`src/rtl/jt51_timer_regs.sv`:
```
// CPU register front end for the timer pair: decodes address/data port writes into timer
// controls, returns the status byte and forwards all other register writes upstream.
module jt51_timer_regs #(
    parameter int unsigned BUSY_CYCLES = 32
) (
    input  logic       rst,
    input  logic       clk,
    input  logic       cen,
    input  logic       cs_n,
    input  logic       wr_n,
    input  logic       a0,
    input  logic [7:0] din,
    output logic [7:0] dout,
    input  logic       flag_A,
    input  logic       flag_B,
    input  logic       overflow_A,
    output logic [9:0] value_A,
    output logic [7:0] value_B,
    output logic       load_A,
    output logic       load_B,
    output logic       enable_irq_A,
    output logic       enable_irq_B,
    output logic       clr_flag_A,
    output logic       clr_flag_B,
    output logic       csm,
    output logic       csm_kon,
    output logic [7:0] up_addr,
    output logic [7:0] up_data,
    output logic       up_wr
);

    localparam int unsigned CW = (BUSY_CYCLES > 0) ? $clog2(BUSY_CYCLES + 1) : 1;
    localparam logic [CW-1:0] BUSY_LOAD = CW'(BUSY_CYCLES);

    logic          wr_act;
    logic          wr_act_q;
    logic          wr_evt;
    logic          data_wr;
    logic          busy;
    logic [CW-1:0] busy_cnt_q;
    logic [7:0]    addr_q;

    // One event per strobe assertion, however long the CPU holds it
    assign wr_act  = !cs_n && !wr_n;
    assign wr_evt  = wr_act && !wr_act_q;
    assign busy    = (busy_cnt_q != '0);
    assign data_wr = wr_evt && a0 && !busy;
    assign dout    = {busy, 5'b0, flag_B, flag_A};

    always_ff @(posedge clk or posedge rst) begin
        if (rst) begin
            wr_act_q   <= 1'b0;
            busy_cnt_q <= '0;
        end else begin
            wr_act_q <= wr_act;
            // A fresh load wins over a same-edge countdown tick
            if (data_wr) begin
                busy_cnt_q <= BUSY_LOAD;
            end else if (cen && busy) begin
                busy_cnt_q <= busy_cnt_q - 1'b1;
            end
        end
    end

    always_ff @(posedge clk or posedge rst) begin
        if (rst) begin
            addr_q       <= 8'd0;
            value_A      <= 10'd0;
            value_B      <= 8'd0;
            load_A       <= 1'b0;
            load_B       <= 1'b0;
            enable_irq_A <= 1'b0;
            enable_irq_B <= 1'b0;
            clr_flag_A   <= 1'b0;
            clr_flag_B   <= 1'b0;
            csm          <= 1'b0;
            csm_kon      <= 1'b0;
            up_addr      <= 8'd0;
            up_data      <= 8'd0;
            up_wr        <= 1'b0;
        end else begin
            clr_flag_A <= 1'b0;
            clr_flag_B <= 1'b0;
            up_wr      <= 1'b0;
            csm_kon    <= overflow_A && csm;
            if (wr_evt && !a0) begin
                addr_q <= din;
            end
            if (data_wr) begin
                case (addr_q)
                    8'h10: value_A[9:2] <= din;
                    8'h11: value_A[1:0] <= din[1:0];
                    8'h12: value_B      <= din;
                    8'h13: ;  // inside the timer block: swallowed, never forwarded
                    8'h14: begin
                        csm          <= din[7];
                        clr_flag_B   <= din[5];
                        clr_flag_A   <= din[4];
                        enable_irq_B <= din[3];
                        enable_irq_A <= din[2];
                        load_B       <= din[1];
                        load_A       <= din[0];
                    end
                    default: begin
                        up_addr <= addr_q;
                        up_data <= din;
                        up_wr   <= 1'b1;
                    end
                endcase
            end
        end
    end

endmodule
```
`config.mk`:
```
export PLATFORM = sky130hd
export DESIGN_NAME = jt51_timer_regs
export DESIGN_NICKNAME = d
export VERILOG_FILES = /design/src/rtl/jt51_timer_regs.sv
export SDC_FILE = /design/constraint.sdc
export NUM_CORES = 1
export LEC_CHECK = 0
export BUFFER_PORTS_ARGS = -buffer_cell sky130_fd_sc_hd__buf_2
export CORE_AREA = 2 2 94 96
export DETAILED_ROUTE_END_ITERATION = 16
export DIE_AREA = 0 0 96 98
export SLEW_MARGIN = 20
export SYNTH_ARGS = -nofsm -noshare
export SYNTH_HDL_FRONTEND = slang
export SYNTH_SLANG_ARGS = --single-unit
```
`constraint.sdc`:
```
create_clock -name clk -period 2.4 [get_ports clk]
set_input_delay 0.24 -clock clk [delete_from_list [all_inputs] [get_ports clk]]
set_output_delay 0.24 -clock clk [all_outputs]
set_load 0.03 [all_outputs]
```
Word level (Yosys, flattened, before mapping)
Cells that the tools add are included.
{ "word_totals": {"ff_bits": 58, "inputBits": 17, "wordCells": 52} }
{ "classes": {"add_sub_neg": 1, "muxes": 8, "eq_ne": 5, "bitwise": 1, "reduce_logical": 20} }
{ "op_table": {"columns": ["operator", "count"], "rows": [
  ["8-bit by 5-bit == test with 1-bit output, second input constant", 5],
  ["6-bit two-way mux", 2],
  ["2-bit AND reduction", 5],
  ["1-bit logical AND", 7],
  ["1-bit two-way mux", 6],
  ["6-bit nonzero test", 1],
  ["6-bit by 1-bit subtractor with 6-bit output, second input constant", 1],
  ["1-bit zero test", 5],
  ["5-bit OR reduction", 1],
  ["2-bit nonzero test", 1],
  ["1-bit NOT", 1]
]} }

Depth between registers and ports, before layout
Gate-level depths: netlist (run 1).
{ "depth": {"depth_word": 6, "mapped_depth": 8, "depth_no_buf": 6} }

Least setup slack after synthesis (run 1)
OpenSTA, ideal clock, no wires.
{ "synth_timing": {"path_kind": "reg2reg", "startpoint": "register busy_cnt_q[2]", "endpoint": "register up_data[0]", "stages_incl_launch_ff": 7, "setup_time_ps": 125, "path_buffers": 2, "arrival_time_ps": 2137, "path_slack_ps": 138, "required_time_ps": 2275, "cell_sequence": "dfrtp_1 > or3_1 > or3_1 > buf_6 > a21oi_2 > buf_4 > mux2_2"} }
{ "synth_via": {"elab_chain_len": 4} }
{ "synth_lines": {"columns": ["item", "line", "text"], "rows": [
  ["from (decl)", "40", "logic [CW-1:0] busy_cnt_q;"],
  ["from (signal assigned)", "60", "busy_cnt_q <= busy_cnt_q - 1'b1;"],
  ["6-bit nonzero test", "46", "assign busy = (busy_cnt_q != '0);"],
  ["1-bit zero test", "47", "assign data_wr = wr_evt && a0 && !busy;"],
  ["1-bit logical AND", "47", null],
  ["2-bit AND reduction (no source line)", null, null],
  ["to (signal assigned)", "106", "up_data <= din;"],
  ["to (decl)", "28", "output logic [7:0] up_data,"]
]} }
Every way passes these cells.
A chain may end at the register's enable or synchronous reset.

Final worst setup path (run 1)
{ "layout_timing": {"startpoint": "register wr_act_q", "endpoint": "register enable_irq_A"} }
{ "layout_via": {"elab_chain_len": 5} }
{ "layout_lines": {"columns": ["item", "line", "text"], "rows": [
  ["from (decl)", "36", "logic wr_act_q;"],
  ["from (signal assigned)", "55", "wr_act_q <= wr_act;"],
  ["1-bit zero test", "45", "assign wr_evt = wr_act && !wr_act_q;"],
  ["1-bit logical AND", "45", null],
  ["1-bit logical AND (2 in series)", "47", null],
  ["2-bit AND reduction (no source line)", null, null],
  ["to (signal assigned)", "100", "enable_irq_A <= din[2];"],
  ["to (decl)", "21", "output logic enable_irq_A,"]
]} }
Every way passes these cells.

==> results of run 1 <==
-- flip-flops by register name (all words and copies together) (netlist names) --
register / cells
csm: 1
enable_irq_A: 1
up_wr: 1
busy_cnt_q: 6
load_B: 1
wr_act_q: 1
up_addr: 8
enable_irq_B: 1
clr_flag_A: 1
value_A: 10
up_data: 8
value_B: 8
csm_kon: 1
addr_q: 8
clr_flag_B: 1
load_A: 1
-- how the worst max path moves through the flow --
stage                         endpoint  slack [ns]  depth (start not counted)
final                     enable_irq_A        0.08                          4
after global routing      enable_irq_A       0.008                          4
after CTS                   value_A[9]        0.06                          5
after detailed placement    value_A[8]       -0.04                          6
after global placement      value_A[9]       -0.03                          6
after floorplan             up_data[0]        0.14                          6
-- metrics by stage --
| step | total power [uW] | cells | util [%] |
|---|---|---|---|
| final | 2976 | 354 | 36.92 |
| after global routing | 3157 | 354 | 36.92 |
| after CTS | 3020 | 354 | 36.92 |
| after detailed placement | 2015 | 338 | 34.27 |
| after global placement | 1993 | 338 | 34.27 |
| after floorplan | 1787 | 172 | - |
-- routing by layer --
| layer | global-route usage [%] | share of wire (%) |
|---|---|---|
| met1 | 16.26 | 46 |
| met2 | 17.79 | 45 |
| met3 | 4.167 | 6.4 |
| met4 | 6.593 | 2.4 |
| met5 | 0 | 0 |
-- kinds of logic (layout without fill, tap and decap cells) --
kind of cell / Yosys count / after routing / synth area share [%]
XOR/XNOR: 2 / 2 / 0.7192
AO/OA/AOI/OAI: 9 / 9 / 2.311
other: 1 / 5 / 0.1539
AND/OR/NAND/NOR: 34 / 34 / 9.707
adder cells (fa/ha/maj): 2 / 2 / 1.027
multiplexers: 46 / 46 / 22.03
buffers and inverters: 16 / 90 / 4.468
flip-flops: 58 / 58 / 59.58
-- Yosys cell counts (all sizes together), types with 2 or more instances --
library cell | n | area (um^2)
nor2 | 2 | 7.510
inv | 3 | 11.26
or2 | 2 | 12.51
ha | 2 | 25.02
mux2 | 46 | 536.8
or3 | 3 | 18.77
nand2 | 4 | 15.01
dfrtp | 58 | 1451
and2 | 3 | 18.77
buf | 11 | 90.08
nor4 | 5 | 67.56
a21oi | 2 | 13.76
o21ai | 5 | 25.02
nand2b | 4 | 25.02
nor3 | 2 | 10.01
clkbuf | 2 | 7.510
nand3 | 4 | 20.02
-- repair_timing --
action                                 CTS  global route
pin swaps                                0             1
endpoints found under the hold margin    0             0
hold buffers                             0             0
setup endpoints to repair               28             4
resized for setup                        1             0
-- area by class of cell --
cell class | instances | area, um^2 | area share [%]
Clock inverter | 5 | 77.57 | 2.482
Inverter | 3 | 11.26 | 0.3603
Multi-Input combinational cell | 98 | 895.9 | 28.66
Clock buffer | 11 | 141.4 | 4.524
Sequential cell | 58 | 1451 | 46.44
Timing Repair Buffer | 71 | 412.9 | 13.21
Tap cell | 108 | 135.1 | 4.323
-- power groups by stage --
stage,Clock (uW),Combinational (uW),Sequential [uW]
4_1_cts,1020,726,1280
5_1_grt,1070,785,1300
2_1_floorplan,0,311,1480
3_3_place_gp,0,705,1290
3_5_place_dp,0,722,1290
6_report,987,715,1270
-- worst reg2reg max path: cells and delay by family, from the launching register on --
family	cells	cell delay, ns
flops	1	0.38
mux	1	0.34
simple gates	3	1.47
==> results.py, run 1 <==
metrics = {
    "setup_path": {
        "cp_num_buf_inv": 0,
        "rr_endpoint": "enable_irq_A",
        "start_kind": "register",
        "crit_slowest_cell": "or3_1",
        "crit_family": "simple AND/OR/NAND/NOR gates",
        "critPathKind": "register to register",
        "critPathLaunch": "wr_act_q",
        "reg2reg_slack_ns": 0.08,
        "arrival_ns": 2.53,
        "crit_path_max_incr_delay_ns": 0.53,
        "timing.rr.start": "wr_act_q",
        "cp_max_fo": 8,
        "cp-end-kind": "register",
        "worst_ep_required_time_ns": 2.61,
        "path_cells": "or4b_1 -> or3_4 -> or3_1 -> mux2_4",
        "r2r_cells": 4,
    },
    "clock_network": {
        "clk_latency_ns": 0.34,
        "cts_root_buffer": "clkbuf_8",
        "cts_setup_buffers": 0,
        "cts_buffer_depth": 2,
        "cts_max_level": 3,
        "cts_buffers": 9,
        "path_clk_slew_ns": 0.07,
        "cts_tree": "built",
        "clock-sinks": 58,
    },
    "logic_synthesis": {
        "async_flop_share_pct": 100.0,
        "syn_area_um2": 2436,
        "synth-seq-cells": 58,
        "ys_warn_count": 0,
        "synth_edf_count": 0,
        "ys_seq_area_share_pct": 59.58,
        "ys.flop_type": "dfrtp_1",
        "synth.distinct_cells": 32,
        "syn_area_per_cell_um2": 14.50,
        "postSynthCellCount": 168,
    },
    "routing": {
        "drt_iter0_drc": 55,
        "vias": 1557,
        "ant_nets": 0,
        "viasPerCell": 4.398,
        "first_pass_iters": 4,
        "routedWlPerCell_um": 14.63,
        "drc": 0,
        "routed_wl_mm": 5.180,
    },
    "final_layout": {
        "layout.nets": 260,
        "diodes": 0,
        "area_delta_synth_final_pct": 28.30,
        "fin_area_um2": 3126,
        "drive_gt1_share_pct": 56.91,
        "layout_common_cells": "dfrtp_1, buf_2, mux2_2, buf_4, clkbuf_8",
        "num-fill-cells": 844,
    },
    "global_routing": {
        "antenna_found_initial": 0,
        "grt_max_degree": 32,
        "grt_use_total_pct": 12.35,
        "grt_pass1_vias": 1596,
        "grt_pass1_wl_mm": 8.604,
        "overflow": 0,
    },
    "floorplan": {
        "start_util_pct": 28.78,
        "die_area_um2": 9408,
        "chipHeight_um": 98,
        "rows": 34,
        "die_w_um": 96,
        "io_pins": 68,
        "core_area_um2": 8466,
    },
    "place": {
        "place_congestion": 0.7818,
        "dpl-instance-area_um2": 2902,
        "place_ws_ns": -0.04308,
        "port_buffers": 58,
        "post-dp-hpwl_mm": 3.705,
    },
    "sta": {
        "fin_worst_skew_ns": 0.01316,
        "maxSlewViolCount": 0,
        "finalCriticalPeriod_ns": 2.318,
        "worst_slack_ns": 0.08217,
        "rsz0062_at_grt": "no",
        "fin_crit_sh_pct": 96.58,
        "relSlewSlack_pct": 56.41,
        "hold_viol_final": 14,
        "setup_viol_count_final": 0,
        "clock.fmax_mhz": 431.4,
        "tightestPinTransition_ns": 0.6530,
        "final.setup.tns_ns": 0,
        "holdWs_ns": -0.006814,
    },
    "status": {
        "violations": "negative hold slack",
        "outcome": "finished, violations left",
    },
    "pwr": {
        "power_switching_uw": 930.7,
        "p_seq_share_pct": 42.8,
        "power.density_nw_per_um2": 952.1,
        "combPwrFrac_pct": 24.0,
        "power_frac_clock_pct": 33.2,
        "p_int_uw": 2045,
        "vdd_ir_drop_max_mv": 0.3374,
        "cellLeakagePower_uw": 0.001606,
        "swShare_pct": 31.28,
    },
    "job": {
        "cap_violations": 0,
    },
    "worst_hold_path": {
        "min_path_type": "input pin to asynchronous set/reset pin",
    },
}
(Power assumes the default switching activity.)
==> inputs of run 2 (changes only) <==
Settings changed: ABC_AREA from default to 1, CORE_AREA 2 2 94 96 to 2 2 97 99, DIE_AREA 0 0 96 98 to 0 0 99 101.
==> results.py, run 2 <==
metrics = {
    "status": {
        "outcome": "finished, final reports clean",
    },
    "logic_synthesis": {
        "async_flop_share_pct": 100.0,
        "yosysTopAreaCell": "dfrtp_1",
        "ys_seq_area_share_pct": 54.87,
        "postSynthCellCount": 301,
        "synth_top_cells_by_area": "dfrtp_1, nand2_1, nand3_1",
        "synth-seq-cells": 58,
        "ys.flop_type": "dfrtp_1",
        "synth_edf_count": 0,
        "synth.distinct_cells": 29,
        "syn_area_um2": 2645,
        "synth_common_cells": "nand2_1, dfrtp_1, nand3_1, inv_1, o21ai_0",
        "synth_top_area_share_pct": 54.87,
        "syn_area_per_cell_um2": 8.787,
        "synth_most_common_cell": "nand2_1",
        "ys_warn_count": 0,
    },
    "sta": {
        "relSlewSlack_pct": 50.58,
        "clock.fmax_mhz": 514.2,
        "maxSlewViolCount": 0,
        "tightestPinTransition_ns": 0.7413,
        "setup_viol_count_final": 0,
        "fin_crit_sh_pct": 81.03,
        "finalCriticalPeriod_ns": 1.945,
        "rsz0062_at_grt": "no",
        "final.setup.tns_ns": 0,
        "fin_worst_skew_ns": 0.005593,
        "hold_viol_final": 0,
    },
    "clock_network": {
        "path_clk_slew_ns": 0.06,
        "cts_setup_buffers": 0,
        "ctsHoldBuffers": 0,
        "clock-sinks": 58,
        "cts_root_buffer": "clkbuf_8",
        "cts_max_level": 3,
        "cts_tree": "built",
        "cts_buffer_depth": 2,
        "clk_latency_ns": 0.33,
        "cts_buffers": 9,
        "post_cts_resize_count": 0,
    },
    "global_routing": {
        "use_met1_pct": 18.28,
        "grt_pass1_vias": 2109,
        "grt_max_degree": 59,
        "gr-usage-met2_pct": 20.22,
        "grt.busiest_layer": "met2",
        "grt_use_total_pct": 13.36,
        "antenna_found_initial": 0,
        "grt_pass1_wl_mm": 10.43,
        "overflow": 0,
        "use_met3_pct": 5.062,
    },
    "pwr": {
        "swShare_pct": 35.30,
        "power.density_nw_per_um2": 849.3,
        "power_uw": 2686,
        "p_seq_share_pct": 45.7,
        "power_switching_uw": 948.3,
        "cellLeakagePower_uw": 0.001780,
        "combPwrFrac_pct": 26.0,
        "p_int_uw": 1738,
        "power_frac_clock_pct": 28.3,
        "vdd_ir_drop_max_mv": 0.2478,
    },
    "job": {
        "cap_violations": 0,
    },
    "routing": {
        "viasPerCell": 4.503,
        "drt_iter0_drc": 115,
        "routedWlPerCell_um": 13.17,
        "vias": 2139,
        "first_pass_iters": 4,
        "routed_wl_mm": 6.256,
        "ant_nets": 0,
        "drc": 0,
    },
    "floorplan": {
        "chipHeight_um": 101,
        "start_util_pct": 29.46,
        "die_area_um2": 9999,
        "rows": 35,
        "die_w_um": 99,
        "io_pins": 68,
        "core_area_um2": 8977,
    },
    "worst_hold_path": {
        "min_path_type": "input pin to register",
    },
    "setup_path": {
        "path_cells": "inv_1 -> ha_1 -> nand3_2 -> nor2_2 -> nand2_1 -> nand2_1 -> o21ai_0",
        "cp-end-kind": "register",
        "crit_family": "simple AND/OR/NAND/NOR gates",
        "crit_slowest_cell": "nor2_2",
        "crit_path_max_incr_delay_ns": 0.45,
        "worst_ep_required_time_ns": 2.60,
        "timing.critical_path.mode_cell": "nand2_1",
        "cp_max_fo": 12,
        "critPathKind": "register to register",
        "reg2reg_slack_ns": 0.46,
        "start_kind": "register",
        "arrival_ns": 2.15,
        "cp_num_buf_inv": 1,
    },
    "final_layout": {
        "area_delta_synth_final_pct": 19.58,
        "final_util_pct": 35.23,
        "final_common_cell": "nand2_1",
        "num-fill-cells": 941,
        "top_register": "value_A",
        "diodes": 0,
        "drive_gt1_share_pct": 26.65,
        "layout.nets": 381,
        "layout_common_cells": "nand2_1, dfrtp_1, buf_2, nand3_1, inv_1",
        "largest_register_ffs": 10,
    },
    "place": {
        "post-dp-hpwl_mm": 4.534,
        "place_congestion": 0.7811,
        "port_buffers": 58,
    },
}
[run 2: cell count changes in the layout (fill, tap and decap cells not counted), sizes merged, moves of 3 or more]
cell and change:
and2 -3, buf -11, inv +26, mux2 -46, nand2 +104, nand2b -4
nand3 +29, nand4 +3, nor2 +21, nor4 -5, o21ai +18, or3 -3
[run 2: worst paths after layout]
kind	from	endpoint	cells after the start
worst max-delay path	busy_cnt_q[0]	load_B	7
worst min-delay path	wr_n	wr_act_q	2
worst max register to register	busy_cnt_q[0]	load_B	7
worst min register to register	up_data[3]	up_data[3]	2
max in group asynchronous	rst	csm_kon	3
min in group asynchronous	rst	up_addr[4]	3
[run 2: layout make-up]
class | count | area, um^2 | area share [%]
clock buffer | 13 | 158.9 | 5.024
multi-input combinational | 204 | 999.7 | 31.61
inverter | 29 | 108.9 | 3.441
sequential | 58 | 1451 | 45.89
tap | 111 | 138.9 | 4.391
timing repair buffer | 60 | 305.3 | 9.652
[run 2: routing by layer]
layer,wire length [um],up-vias
li1,-,1059
met3,396,8
met5,0,-
met1,2962,1001
met2,2838,71
met4,58,0
[run 2: cell families after synthesis]
kind of cell / Yosys count / share of synthesized area, %
compound gates: 27 / 5.345
fa+ha+maj: 2 / 0.9459
flops: 58 / 54.87
other cells: 1 / 0.1418
simple gates: 169 / 30.46
buf+inv: 43 / 7.899
xor+xnor: 1 / 0.3312
[run 2: stage by stage]
stage	setup WS [ns]	instances	area, um^2	hold slack [ns]
2_1_floorplan	0.7320	305	2660	0.3120
5_1_grt	0.2711	475	3163	0.07117
3_3_place_gp	0.4693	462	3004	0.4171
3_5_place_dp	0.4545	462	3004	0.4192
6_report	0.4552	475	3163	0.07556
4_1_cts	0.4565	475	3163	0.06328
[run 2: power by group through the flow]
stage / Clock, uW / Combinational, uW / Sequential [uW]
floorplan: 0 / 383 / 1380
global placement: 0 / 686 / 1250
detailed placement: 0 / 707 / 1250
CTS: 784 / 708 / 1230
global route: 828 / 783 / 1250
finish: 759 / 699 / 1230
==> inputs of run 3 (changes only) <==
Settings changed: ABC_AREA 1 to 0, CORE_AREA 2 2 97 99 to 2 2 94 96, DIE_AREA 0 0 99 101 to 0 0 96 98.
Clock period 2.4 ns to 1.97 ns, I/O delays scaled along.
==> results.py, run 3 (synthesis gave the netlist of run 1 again) <==
metrics = {
    "setup_path": {
        "timing.rr.start": "wr_act_q",
        "crit_path_max_incr_delay_ns": 0.49,
        "cp_max_fo": 5,
        "critPathKind": "register to register",
        "worst_ep_required_time_ns": 2.19,
        "start_kind": "register",
        "crit_slowest_cell": "or4b_4",
        "crit_family": "simple AND/OR/NAND/NOR gates",
        "cp_num_buf_inv": 1,
        "critPathLaunch": "wr_act_q",
        "arrival_ns": 2.41,
        "path_cells": "or4b_4 -> or3_4 -> nor4_4 -> buf_4 -> mux2_2",
        "reg2reg_slack_ns": -0.22,
        "cp-end-kind": "register",
    },
    "routing": {
        "viasPerCell": 4.327,
        "routed_wl_mm": 5.504,
        "routedWlPerCell_um": 14.52,
        "ant_nets": 0,
        "vias": 1640,
        "drc": 0,
        "drt_iter0_drc": 50,
        "first_pass_iters": 4,
    },
    "global_routing": {
        "grt_max_degree": 37,
        "antenna_found_initial": 0,
        "grt_use_total_pct": 12.64,
        "grt_pass1_wl_mm": 9.094,
        "grt_pass1_vias": 1748,
        "overflow": 0,
    },
    "pwr": {
        "cellLeakagePower_uw": 0.001778,
        "vdd_ir_drop_max_mv": 0.5550,
        "power.density_nw_per_um2": 1073,
    },
    "final_layout": {
        "regArea_um2": 1451,
        "top_register": "value_A",
        "layout_common_cells": "dfrtp_1, buf_2, mux2_4, buf_4",
        "largest_register_ffs": 10,
        "fin_cells": 379,
        "fin_area_um2": 3438,
        "multiInputGateArea_um2": 1059,
        "num-fill-cells": 800,
        "drive_gt1_share_pct": 63.10,
        "layout.nets": 285,
        "diodes": 0,
        "final_common_cell": "dfrtp_1",
        "area_delta_synth_final_pct": 41.14,
    },
    "status": {
        "outcome": "finished, violations left",
        "violations": "negative setup slack",
    },
    "clock_network": {
        "cts_buffers": 9,
        "cts_buffer_depth": 2,
        "clock-sinks": 58,
        "cts_tree": "built",
        "cts_max_level": 3,
        "cts_root_buffer": "clkbuf_8",
        "clk_latency_ns": 0.33,
        "path_clk_slew_ns": 0.07,
    },
    "place": {
        "dpl-instance-area_um2": 3102,
        "post-dp-hpwl_mm": 3.985,
        "port_buffers": 58,
        "place_congestion": 0.7404,
        "dp.cells": 359,
    },
    "sta": {
        "rsz0062_at_grt": "yes",
        "fin_crit_sh_pct": 111.3,
        "worst_slack_ns": -0.2233,
        "maxSlewViolCount": 0,
        "hold_viol_final": 0,
        "clock.fmax_mhz": 455.9,
        "finalCriticalPeriod_ns": 2.193,
        "setup_viol_count_final": 38,
        "holdWs_ns": 0.08584,
        "fin_worst_skew_ns": 0.008103,
    },
    "worst_hold_path": {
        "min_path_type": "input pin to register",
        "hold_start": "overflow_A",
    },
    "floorplan": {
        "rows": 34,
        "die_w_um": 96,
        "start_util_pct": 28.78,
        "core_area_um2": 8466,
        "die_area_um2": 9408,
        "io_pins": 68,
        "chipHeight_um": 98,
    },
    "job": {
        "cap_violations": 0,
    },
}
-- run 3: cell count changes in the layout (fill, tap and decap cells not counted), sizes merged, moves of 18 or more --
cell / before / now
nand2: 108 / 4
mux2: 0 / 46
buf: 60 / 95
nand3: 33 / 4
inv: 29 / 3
nor2: 23 / 2
o21ai: 23 / 5
-- run 3: area by class of cell --
class | count | share of cell area, %
Sequential cell | 58 | 42.21
Timing Repair Buffer | 96 | 17.43
Clock inverter | 2 | 0.2911
Multi-Input combinational cell | 98 | 30.79
Inverter | 3 | 0.3275
Clock buffer | 14 | 5.022
Tap cell | 108 | 3.930
-- run 3: where the power goes --
group / switching (uW) / internal (uW)
clock network: 455 / 557
logic: 594 / 531
registers: 145 / 1410
-- run 3: per-stage QoR --
stage	power [uW]	setup slack [ns]	utilization (%)	setup TNS (ns)
2_1_floorplan	2230	-0.2600	-	-7.633
3_3_place_gp	2635	-0.3888	36.64	-12.64
3_5_place_dp	2660	-0.4113	36.64	-13.14
4_1_cts	3726	-0.2273	40.41	-6.633
5_1_grt	3908	-0.2621	40.61	-8.695
6_report	3691	-0.2233	40.61	-7.051
-- run 3: per-layer routing --
metal	track usage, %	wire length (um)	vias up	share of wire [%]
met5	0	0	-	0
met4	3.736	62	0	1.1
met1	16.34	2431	802	44
met2	19.28	2626	59	48
li1	-	-	773	-
met3	5.247	384	6	7.0
-- run 3: what timing repair did --
item / in CTS / in global routing
hold buffers: 1 / 0
resized for setup: 24 / 7
setup endpoints to repair: 42 / 42
setup buffers: 4 / 0
endpoints found under the hold margin: 16 / 0
pin swaps: 3 / 4
-- run 3: worst paths after layout --
kind | to | cells past startpoint
max | value_A[9] | 5
min | csm_kon | 2
max reg2reg | value_A[9] | 5
min reg2reg | value_B[3] | 1
max in group asynchronous | value_A[6] | 4
min in group asynchronous | csm_kon | 3
-- run 3: worst register-to-register path, stage by stage (launching register included) --
cell and delay, ns:
dfrtp_1 0.37, or4b_4 0.49, or3_4 0.40, nor4_4 0.28, buf_4 0.21, mux2_2 0.33
